## src/rtl/sdram_req_arbiter.sv

```systemverilog
// Arbitrates N application masters onto the single sdrc_core request port and
// routes the controller's data handshakes back to the channel that owns the burst.
module sdram_req_arbiter #(
  parameter int NCH   = 4,
  parameter int AW    = 25,
  parameter int LW    = 9,
  parameter int GUARD = 2,
  parameter int RR    = 1
) (
  input  logic              clk,
  input  logic              reset_n,
  input  logic [NCH-1:0]    ch_req,
  input  logic [NCH-1:0]    ch_wr_n,
  input  logic [NCH*AW-1:0] ch_addr,
  input  logic [NCH*LW-1:0] ch_len,
  output logic [NCH-1:0]    ch_ack,
  output logic [NCH-1:0]    ch_rd_valid,
  output logic [NCH-1:0]    ch_wr_next,
  output logic              app_req,
  output logic [AW-1:0]     app_req_addr,
  output logic [LW-1:0]     app_req_len,
  output logic              app_req_wr_n,
  input  logic              app_req_ack,
  input  logic              app_rd_valid,
  input  logic              app_last_rd,
  input  logic              app_wr_next_req,
  input  logic              app_last_wr,
  output logic [2:0]        grant_id,
  output logic              busy
);

  typedef enum logic [1:0] {ST_IDLE, ST_REQ, ST_DATA, ST_GUARD} state_t;

  state_t         state;
  logic [3:0]     guard_cnt;
  logic [2:0]     rr_ptr;
  logic [NCH-1:0] elig;
  logic [NCH-1:0] own;
  logic           win_found;
  logic [2:0]     win_id;
  logic [AW-1:0]  win_addr;
  logic [LW-1:0]  win_len_raw;
  logic [LW-1:0]  win_len;
  int unsigned    cand;

  // Writes are held off while the post-read guard window is running.
  always_comb begin
    for (int unsigned i = 0; i < NCH; i++)
      elig[i] = ch_req[i] & ((state != ST_GUARD) | ch_wr_n[i]);
  end

  always_comb begin
    win_found = 1'b0;
    win_id    = '0;
    cand      = 0;
    if (elig[0]) begin
      win_found = 1'b1;
    end else begin
      // Round-robin rotates over 1..NCH-1 only; channel 0 never enters the ring.
      for (int unsigned k = 1; k < NCH; k++) begin
        if (RR != 0) begin
          cand = 32'(rr_ptr) + k;
          if (cand >= unsigned'(NCH)) cand = cand - unsigned'(NCH - 1);
        end else begin
          cand = k;
        end
        if (!win_found && elig[cand]) begin
          win_found = 1'b1;
          win_id    = 3'(cand);
        end
      end
    end
    win_addr    = ch_addr[32'(win_id)*AW +: AW];
    win_len_raw = ch_len[32'(win_id)*LW +: LW];
    win_len     = (win_len_raw == '0) ? LW'(1) : win_len_raw;
  end

  always_comb begin
    own = NCH'(1) << grant_id;
  end

  assign ch_ack      = (state == ST_REQ && app_req_ack) ? own : '0;
  assign ch_rd_valid = (state == ST_DATA && app_req_wr_n && app_rd_valid) ? own : '0;
  assign ch_wr_next  = (state == ST_DATA && !app_req_wr_n && app_wr_next_req) ? own : '0;
  assign busy        = (state != ST_IDLE);

  always_ff @(posedge clk or negedge reset_n) begin
    if (!reset_n) begin
      state        <= ST_IDLE;
      guard_cnt    <= '0;
      rr_ptr       <= 3'(NCH - 1);
      grant_id     <= '0;
      app_req      <= 1'b0;
      app_req_addr <= '0;
      app_req_len  <= '0;
      app_req_wr_n <= 1'b1;
    end else begin
      case (state)
        ST_IDLE, ST_GUARD: begin
          if (win_found) begin
            state        <= ST_REQ;
            grant_id     <= win_id;
            app_req      <= 1'b1;
            app_req_addr <= win_addr;
            app_req_len  <= win_len;
            app_req_wr_n <= ch_wr_n[win_id];
          end else if (state == ST_GUARD) begin
            if (guard_cnt <= 4'd1) begin
              state     <= ST_IDLE;
              guard_cnt <= '0;
            end else begin
              guard_cnt <= guard_cnt - 4'd1;
            end
          end
        end
        ST_REQ: begin
          if (app_req_ack) begin
            app_req <= 1'b0;
            state   <= ST_DATA;
            if (RR != 0 && grant_id != 3'd0) rr_ptr <= grant_id;
          end
        end
        ST_DATA: begin
          if (app_req_wr_n && app_rd_valid && app_last_rd) begin
            if (GUARD > 0) begin
              state     <= ST_GUARD;
              guard_cnt <= 4'(GUARD);
            end else begin
              state <= ST_IDLE;
            end
          end else if (!app_req_wr_n && app_wr_next_req && app_last_wr) begin
            state <= ST_IDLE;
          end
        end
        default: state <= ST_IDLE;
      endcase
    end
  end

endmodule
```

## config.mk

```make
export PLATFORM = sky130hd
export DESIGN_NAME = sdram_req_arbiter
export DESIGN_NICKNAME = d
export VERILOG_FILES = /design/src/rtl/sdram_req_arbiter.sv
export SDC_FILE = /design/constraint.sdc
export NUM_CORES = 1
export LEC_CHECK = 0
export CELL_PAD_IN_SITES_DETAIL_PLACEMENT = 1
export CELL_PAD_IN_SITES_GLOBAL_PLACEMENT = 2
export CORE_MARGIN = 2
export CORE_UTILIZATION = 20
export CTS_CLUSTER_SIZE = 10
export DETAILED_ROUTE_END_ITERATION = 10
export GPL_ROUTABILITY_DRIVEN = 0
export HOLD_SLACK_MARGIN = 0.1
export MAX_ROUTING_LAYER = met4
export PLACE_DENSITY = 0.87
export SLEW_MARGIN = 20
export SYNTH_ARGS = -nofsm -noshare
export SYNTH_HDL_FRONTEND = slang
export SYNTH_SLANG_ARGS = --single-unit
```

## constraint.sdc

```tcl
create_clock -name clk -period 3.8 [get_ports clk]
set_input_delay 0.57 -clock clk [delete_from_list [all_inputs] [get_ports clk]]
set_output_delay 0.57 -clock clk [all_outputs]
set_load 0.05 [all_outputs]
```

==> key figures, run 1 <==
STA
  – Worst-case clock skew: 0.00353 ns
  – Worst-margin pin slew: 0.898 ns
  – Number of setup violations in the final report: 0
  – Worst slew slack as a fraction of its limit: 40.0%
  – Final hold slack: 0.384 ns
  – Number of pins with negative max-slew slack in the final report: 0
  – Crit share post-route: 94.2%
  – Final critical path time including I/O delays and setup: 3.58 ns
  – Hold violation total from the final report: 0
  – Fmax: 0.279 GHz
  – RSZ-0062 raised after global routing: no

GRT
  – Overflow left after global routing: 0
  – Pin count of the biggest net entering global routing: 49
  – Number of antenna violations at the first check in global routing: 0
  – Via count of the first global-routing pass: 4,274
  – Overall fraction of global-route tracks in use: 14.7%
  – Wire length of the first global-routing pass: 22,700 um

Logic synthesis
  – Top cell type's share of synthesized area: 30.1%
  – Number of enable-type register cells in the synthesized netlist: 0
  – Gate count after technology mapping: 386
  – Most used flip-flop cell after synthesis: sky130_fd_sc_hd__dfrtp_1
  – Ranking of synthesized cells by area: sky130_fd_sc_hd__dfrtp_1, sky130_fd_sc_hd__mux2_2, sky130_fd_sc_hd__a22o_1
  – Part of the Yosys area used for sequential elements: 32.2%
  – Yosys warnings: 0
  – Average cell area after synthesis: 9.69 um2
  – Cell taking the most area after synthesis: sky130_fd_sc_hd__dfrtp_1
  – Number of distinct library cells after synthesis: 51
  – Fraction of synthesis flops using an asynchronous set or reset pin: 100%
  – Flip-flop and latch count after synthesis: 48
  – Syn Nets: 550
  – Area of the mapped netlist: 3740 um2

Setup path
  – Arrival @ worst endpoint: 3.76 ns
  – Kind of start point of the critical path: register
  – Worst endpoint required time: 3.98 ns
  – Cell with the largest stage delay on the worst path: sky130_fd_sc_hd__dfstp_2
  – Maximum single-stage delay on the critical path: 0.53 ns
  – Slack of the worst reg-to-reg path: 0.22 ns
  – Biggest fanout along the worst timing path: 26
  – CP Class: register to register
  – Number of buffers and inverters on the critical path: 4
  – Type of element capturing the critical path: register
  – Family of cells with the greatest summed delay on the critical path: simple AND/OR/NAND/NOR gates
  – Sequence of cells on the critical path: inv_1 -> ha_2 -> inv_1 -> a32o_1 -> or4_1 -> nand4_1 -> nand4b_1 -> a31o_4 -> buf_12 -> buf_12 -> mux2_2 -> nand2_1 -> o21ai_0 -> a22o_1

Power and ir drop
  – Largest vdd supply drop: 0.526 mV
  – Power Density: 1120 nW/um2
  – PnR Total Power: 7.07 mW
  – LEAKAGE: 2.66 nW

Die
  – Count of pins on the block boundary: 203
  – Full die area: 19,800 um2
  – Initial cell density of the core: 20.2%
  – Die height: 141 um
  – Area of the core region: 18,500 um2
  – Horiz. Die Dim: 141 um
  – Std-Cell Rows: 50

Final layout
  – Final std cells w/o fill: 826
  – Post-Layout Inst Area: 6290 um2
  – Most common library cell in the layout ignoring fill and taps: sky130_fd_sc_hd__clkdlybuf4s50_1
  – Post-synthesis to final-layout area growth: 68.4%
  – Total number of nets in the final design: 755
  – Fraction of final layout cells with drive strength greater than 1: 14.0%
  – Fill cells: 2,126
  – Antenna Diode Count: 0
  – Most frequent cells in the layout: sky130_fd_sc_hd__clkdlybuf4s50_1, sky130_fd_sc_hd__dfrtp_1, sky130_fd_sc_hd__nand2_1, sky130_fd_sc_hd__o21ai_0, sky130_fd_sc_hd__a22o_1

Drt
  – Wirelength, routed: 14,700 um
  – DRT Pass-1 Iters: 4
  – Antenna violation net count after detailed routing: 0
  – Mean routed wirelength per cell: 17.8 um
  – Total number of vias: 3,918
  – Vias per cell: 4.74
  – Count of unresolved DRC violations after routing: 0
  – Initial drt markers: 69
  – Met3 Wirelength: 680 um
  – Top Layer Used: met4
  – Wire length on met1: 6060 um
  – Wire length on met2: 7540 um

Clock tree
  – Largest buffer count on any clock path: 2
  – Number of sinks driven by the clock tree: 48
  – TritonCTS clock tree: built
  – Number of levels in the clock H-tree: 2
  – CTS buffer count: 5
  – Clock root buffer: sky130_fd_sc_hd__clkbuf_16
  – Clock slew seen by the registers of the worst setup and hold paths: 0.07 ns
  – Latest clock arrival within the worst-skew pair: 0.30 ns

Place
  – Number of placed instances, taps included: 812
  – Area post-placement: 6070 um2
  – Number of I/O port buffers: 202
  – Post-DP HPWL: 11,900 um

Run
  – Maximum Capacitance Violations: 0

Hold path
  – Hold Crit Class: input port to async pin

Run status
  – Status: completed
-- through the flow --
| stage | setup slack [ns] | setup TNS (ns) | util (%) |
|---|---|---|---|
| 2_1_floorplan | 0.119 | 0 | - |
| 3_3_place_gp | -0.130 | -0.130 | 32.8 |
| 3_5_place_dp | -0.214 | -0.214 | 32.8 |
| 4_1_cts | 0.0138 | 0 | 33.8 |
| 5_1_grt | 0.00882 | 0 | 34.0 |
| 6_report | 0.220 | 0 | 34.0 |
-- flip-flops by register name, summed over array words and instances, names as in the netlist --
name / cells
app_req_len: 9
rr_ptr: 3
app_req: 1
guard_cnt: 4
app_req_addr: 25
grant_id: 3
state: 2
app_req_wr_n: 1
-- synth_stat cells (2+ instances only) --
cell type and count:
sky130_fd_sc_hd__nor3_1 10, sky130_fd_sc_hd__mux2_2 29, sky130_fd_sc_hd__a22o_1 37, sky130_fd_sc_hd__mux4_2 8, sky130_fd_sc_hd__nand2b_1 8, sky130_fd_sc_hd__xnor2_1 5
sky130_fd_sc_hd__buf_2 2, sky130_fd_sc_hd__a21oi_1 5, sky130_fd_sc_hd__nand3_1 3, sky130_fd_sc_hd__or3_1 2, sky130_fd_sc_hd__nor2_1 24, sky130_fd_sc_hd__clkbuf_1 13
sky130_fd_sc_hd__or4_1 2, sky130_fd_sc_hd__buf_6 4, sky130_fd_sc_hd__o21ai_0 38, sky130_fd_sc_hd__nor2b_1 2, sky130_fd_sc_hd__buf_1 3, sky130_fd_sc_hd__and2_1 3
sky130_fd_sc_hd__dfstp_2 3, sky130_fd_sc_hd__nand4_1 5, sky130_fd_sc_hd__mux2i_1 31, sky130_fd_sc_hd__inv_1 11, sky130_fd_sc_hd__dfrtp_1 45, sky130_fd_sc_hd__a32oi_1 2
sky130_fd_sc_hd__ha_1 13, sky130_fd_sc_hd__a221oi_2 2, sky130_fd_sc_hd__nand2_1 44, sky130_fd_sc_hd__a211oi_1 3, sky130_fd_sc_hd__nor4_1 2, sky130_fd_sc_hd__a21o_1 2
sky130_fd_sc_hd__o211ai_1 2, sky130_fd_sc_hd__buf_4 4
-- path summary, 6_finish.rpt --
path                       cells after the start             start                to
setup / recovery                              14         rr_ptr[1]   app_req_addr[3]
hold / removal                                 2           reset_n   app_req_addr[0]
setup reg to reg                              14         rr_ptr[1]   app_req_addr[3]
hold reg to reg                                1  app_req_addr[16]  app_req_addr[16]
max in group asynchronous                      2           reset_n  app_req_addr[20]
min in group clk                               1  app_req_addr[16]  app_req_addr[16]
-- what timing repair did --
item | 4_1_cts | 5_1_grt
hold buffers | 0 | 0
resized for setup | 1 | 1
buffers inserted | 3 | 3
setup endpoints to repair | 1 | 26
pin swaps | 1 | 0
endpoints found under the hold margin | 0 | 0
-- where the power goes --
group          internal (mW)  total, mW  switching, mW  leakage [nW]
combinational           2.48       5.60           3.12          2.00
clock                  0.263      0.463          0.200        0.0712
sequential             0.804      0.999          0.195         0.585
total                   3.55       7.07           3.51          2.66
-- metal layers --
layer | track usage [%] | vias to the layer above
li1 | - | 1834
met1 | 16.8 | 1927
met2 | 25.8 | 134
met3 | 2.58 | 23
met4 | 5.63 | 0
met5 | - | -
-- cell families (layout without fill, tap and decap cells) --
kind of cell	count (synthesis)	in the layout	share of synthesized area [%]
buffers and inverters	38	244	5.12
AO/OA/AOI/OAI	100	100	19.5
multiplexers	70	70	22.9
AND/OR/NAND/NOR	111	111	14.4
flip-flops	48	48	32.2
adder cells (fa/ha/maj)	13	13	4.35
XOR/XNOR	6	6	1.41
-- cell type report --
| type | instances | area (um2) | share of cell area [%] |
|---|---|---|---|
| flip-flops and latches | 48 | 1200 | 19.1 |
| well taps | 234 | 293 | 4.65 |
| clock buffers | 8 | 146 | 2.33 |
| repair buffers | 225 | 2240 | 35.6 |
| multi-input cells | 300 | 2370 | 37.6 |
| inverters | 11 | 41.3 | 0.656 |
Note: power is estimated with default switching activity, not from simulation.
==> run 2, diff against run 1 <==
--- a/config.mk
+++ b/config.mk
@@ -7,7 +7,6 @@
 export LEC_CHECK = 0
 export CELL_PAD_IN_SITES_DETAIL_PLACEMENT = 1
 export CELL_PAD_IN_SITES_GLOBAL_PLACEMENT = 2
-export CORE_MARGIN = 2
 export CORE_UTILIZATION = 20
 export CTS_CLUSTER_SIZE = 10
 export DETAILED_ROUTE_END_ITERATION = 10
@@ -15,7 +14,6 @@
 export HOLD_SLACK_MARGIN = 0.1
 export MAX_ROUTING_LAYER = met4
 export PLACE_DENSITY = 0.87
-export SLEW_MARGIN = 20
 export SYNTH_ARGS = -nofsm -noshare
 export SYNTH_HDL_FRONTEND = slang
 export SYNTH_SLANG_ARGS = --single-unit
==> run 2 against run 1 <==
Net effect:
- the flow now finishes with violations (DRC)
- register-to-register slack worse by 0.05 ns
- non-clock buffer count grew 10
- flip-flop and latch count unchanged
- sequential share of layout area fell by 0.29 points
- sequential power hardly changed
- utilization up 1.2 points
- fmax fell by 1.4%
- highest routed layer unchanged
==> key figures, run 2 (same netlist as run 1, synthesis figures left out) <==
Hold path
  – Hold Crit Class: input port to async pin

GRT
  – Via count of the first global-routing pass: 4,331
  – Overflow left after global routing: 0
  – Number of antenna violations at the first check in global routing: 0
  – Wire length of the first global-routing pass: 23,300 um
  – Overall fraction of global-route tracks in use: 15.9%
  – Pin count of the biggest net entering global routing: 39

STA
  – Fmax: 0.275 GHz
  – Worst-case clock skew: 0.00204 ns
  – Hold violation total from the final report: 0
  – Number of setup violations in the final report: 0
  – Setup TNS: 0 ns
  – Worst-margin pin slew: 0.901 ns
  – Crit share post-route: 95.6%
  – Final critical path time including I/O delays and setup: 3.63 ns
  – Worst slew slack as a fraction of its limit: 39.8%
  – Number of pins with negative max-slew slack in the final report: 0

Power and ir drop
  – PnR Total Power: 7.24 mW
  – Largest vdd supply drop: 0.536 mV
  – LEAKAGE: 2.70 nW
  – Power Density: 1130 nW/um2

Setup path
  – Worst endpoint required time: 4.01 ns
  – Family of cells with the greatest summed delay on the critical path: simple AND/OR/NAND/NOR gates
  – Worst path depth: 15
  – Cell with the largest stage delay on the worst path: sky130_fd_sc_hd__dfstp_2
  – Sequence of cells on the critical path: buf_4 -> ha_1 -> xnor2_1 -> nor3b_4 -> buf_4 -> or3_1 -> o21ai_4 -> nand3_2 -> o211ai_4 -> buf_4 -> mux4_2 -> nor4_2 -> buf_4 -> nand2_1 -> a32oi_1
  – Number of buffers and inverters on the critical path: 4
  – Biggest fanout along the worst timing path: 8
  – CP Class: register to register
  – Worst setup path endpoint: app_req_len[0]
  – Kind of start point of the critical path: register
  – Worst R2R End: app_req_len[0]
  – Most repeated library cell on the critical path: sky130_fd_sc_hd__buf_4
  – Slack of the worst reg-to-reg path: 0.17 ns
  – Maximum single-stage delay on the critical path: 0.54 ns
  – Worst setup path start: rr_ptr[0]
  – Type of element capturing the critical path: register
  – Arrival @ worst endpoint: 3.84 ns
  – Worst flop-to-flop path startpoint: rr_ptr[0]
  – Cell count of the worst reg-to-reg path: 15

Final layout
  – Fraction of final layout cells with drive strength greater than 1: 16.3%
  – Area of the multi-input gates: 2420 um2
  – Max reg flops: 25
  – Area used by sequential logic in the layout: 1200 um2
  – Post-synthesis to final-layout area growth: 71.0%
  – Most frequent cells in the layout: sky130_fd_sc_hd__clkdlybuf4s50_1, sky130_fd_sc_hd__dfrtp_1, sky130_fd_sc_hd__nand2_1, sky130_fd_sc_hd__o21ai_0, sky130_fd_sc_hd__a22o_1
  – Reg with most FFs: app_req_addr
  – Top flop regs: app_req_addr (25), app_req_len (9), guard_cnt (4)
  – Antenna Diode Count: 0
  – Final std cells w/o fill: 832
  – Most common library cell in the layout ignoring fill and taps: sky130_fd_sc_hd__clkdlybuf4s50_1
  – Fill cells: 2,062
  – Total number of nets in the final design: 766

Drt
  – Total number of vias: 3,944
  – Wire length on met2: 7660 um
  – Initial drt markers: 117
  – Wire length on met1: 5980 um
  – Wirelength, routed: 15,000 um
  – Met3 Wirelength: 808 um
  – Mean routed wirelength per cell: 18.0 um
  – Vias per cell: 4.74
  – DRT Pass-1 Iters: 7
  – Count of unresolved DRC violations after routing: 6
  – Antenna violation net count after detailed routing: 0
  – Top Layer Used: met4

Place
  – Number of placed instances, taps included: 814
  – Number of I/O port buffers: 202
  – Post-DP HPWL: 12,100 um

Clock tree
  – CTS Hold Bufs: 0
  – CTS buffer count: 5
  – Largest buffer count on any clock path: 2
  – Number of sinks driven by the clock tree: 48
  – TritonCTS clock tree: built
  – Latest clock arrival within the worst-skew pair: 0.29 ns
  – Number of levels in the clock H-tree: 2
  – Clock root buffer: sky130_fd_sc_hd__clkbuf_16
  – Clock slew seen by the registers of the worst setup and hold paths: 0.07 ns

Run status
  – Violations in the final reports: DRC
  – Status: finished with violations

Die
  – Std-Cell Rows: 49
  – Area of the core region: 18,100 um2
  – Initial cell density of the core: 20.6%
  – Horiz. Die Dim: 139 um
  – Die height: 139 um
  – Full die area: 19,200 um2
  – Count of pins on the block boundary: 203

Run
  – Maximum Capacitance Violations: 0
[run 2: area by class of cell]
| class | instances | area share, % |
|---|---|---|
| Clock buffer | 7 | 2.08 |
| Clock inverter | 1 | 0.0783 |
| Tap cell | 229 | 4.48 |
| Inverter | 11 | 0.646 |
| Timing Repair Buffer | 235 | 36.0 |
| Sequential cell | 48 | 18.9 |
| Multi-Input combinational cell | 301 | 37.8 |
[run 2: worst reg2reg max path, cell delays in order, from the launching register on]
cell and delay [ns]:
sky130_fd_sc_hd__dfstp_2 0.54, sky130_fd_sc_hd__buf_4 0.17, sky130_fd_sc_hd__ha_1 0.18, sky130_fd_sc_hd__xnor2_1 0.10, sky130_fd_sc_hd__nor3b_4 0.19, sky130_fd_sc_hd__buf_4 0.15, sky130_fd_sc_hd__or3_1 0.39, sky130_fd_sc_hd__o21ai_4 0.15
sky130_fd_sc_hd__nand3_2 0.14, sky130_fd_sc_hd__o211ai_4 0.18, sky130_fd_sc_hd__buf_4 0.18, sky130_fd_sc_hd__mux4_2 0.52, sky130_fd_sc_hd__nor4_2 0.28, sky130_fd_sc_hd__buf_4 0.14, sky130_fd_sc_hd__nand2_1 0.05, sky130_fd_sc_hd__a32oi_1 0.20
[run 2: layer usage]
metal / track usage [%] / up-vias
li1: - / 1867
met1: 17.3 / 1897
met2: 28.2 / 143
met3: 2.97 / 37
met4: 6.73 / 0
met5: - / -
[run 2: how the worst min path moves through the flow]
stage | slack [ns] | from | to | cells past startpoint
final | 0.25 | reset_n | app_req_addr[0] | 1
after global routing | 0.29 | reset_n | app_req_addr[0] | 1
after CTS | 0.28 | reset_n | app_req_addr[0] | 1
after detailed placement | 0.49 | app_req_addr[5] | app_req_addr[5] | 1
after global placement | 0.49 | app_req_addr[4] | app_req_addr[4] | 1
after floorplan | 0.27 | reset_n | app_req | 0
[run 2: repair_timing]
action	in CTS	in global routing
buffers inserted	0	9
cloned	0	1
endpoints found under the setup margin	1	6
resized for setup	2	7
pin swaps	0	3
[run 2: report_power, final]
group | total [mW] | switching [mW] | internal, mW
registers | 0.997 | 0.193 | 0.804
logic | 5.80 | 3.19 | 2.61
clock network | 0.440 | 0.196 | 0.244
[run 2: through the flow]
stage               util, %  setup slack, ns  instance area [um2]  hold slack (ns)
global route           35.2          -0.0290                 6390            0.292
floorplan                 -            0.119                 3740            0.274
finish                 35.2            0.168                 6390            0.253
detailed placement     33.8           -0.115                 6130            0.490
CTS                    34.6           0.0598                 6280            0.280
global placement       33.8           0.0373                 6130            0.488
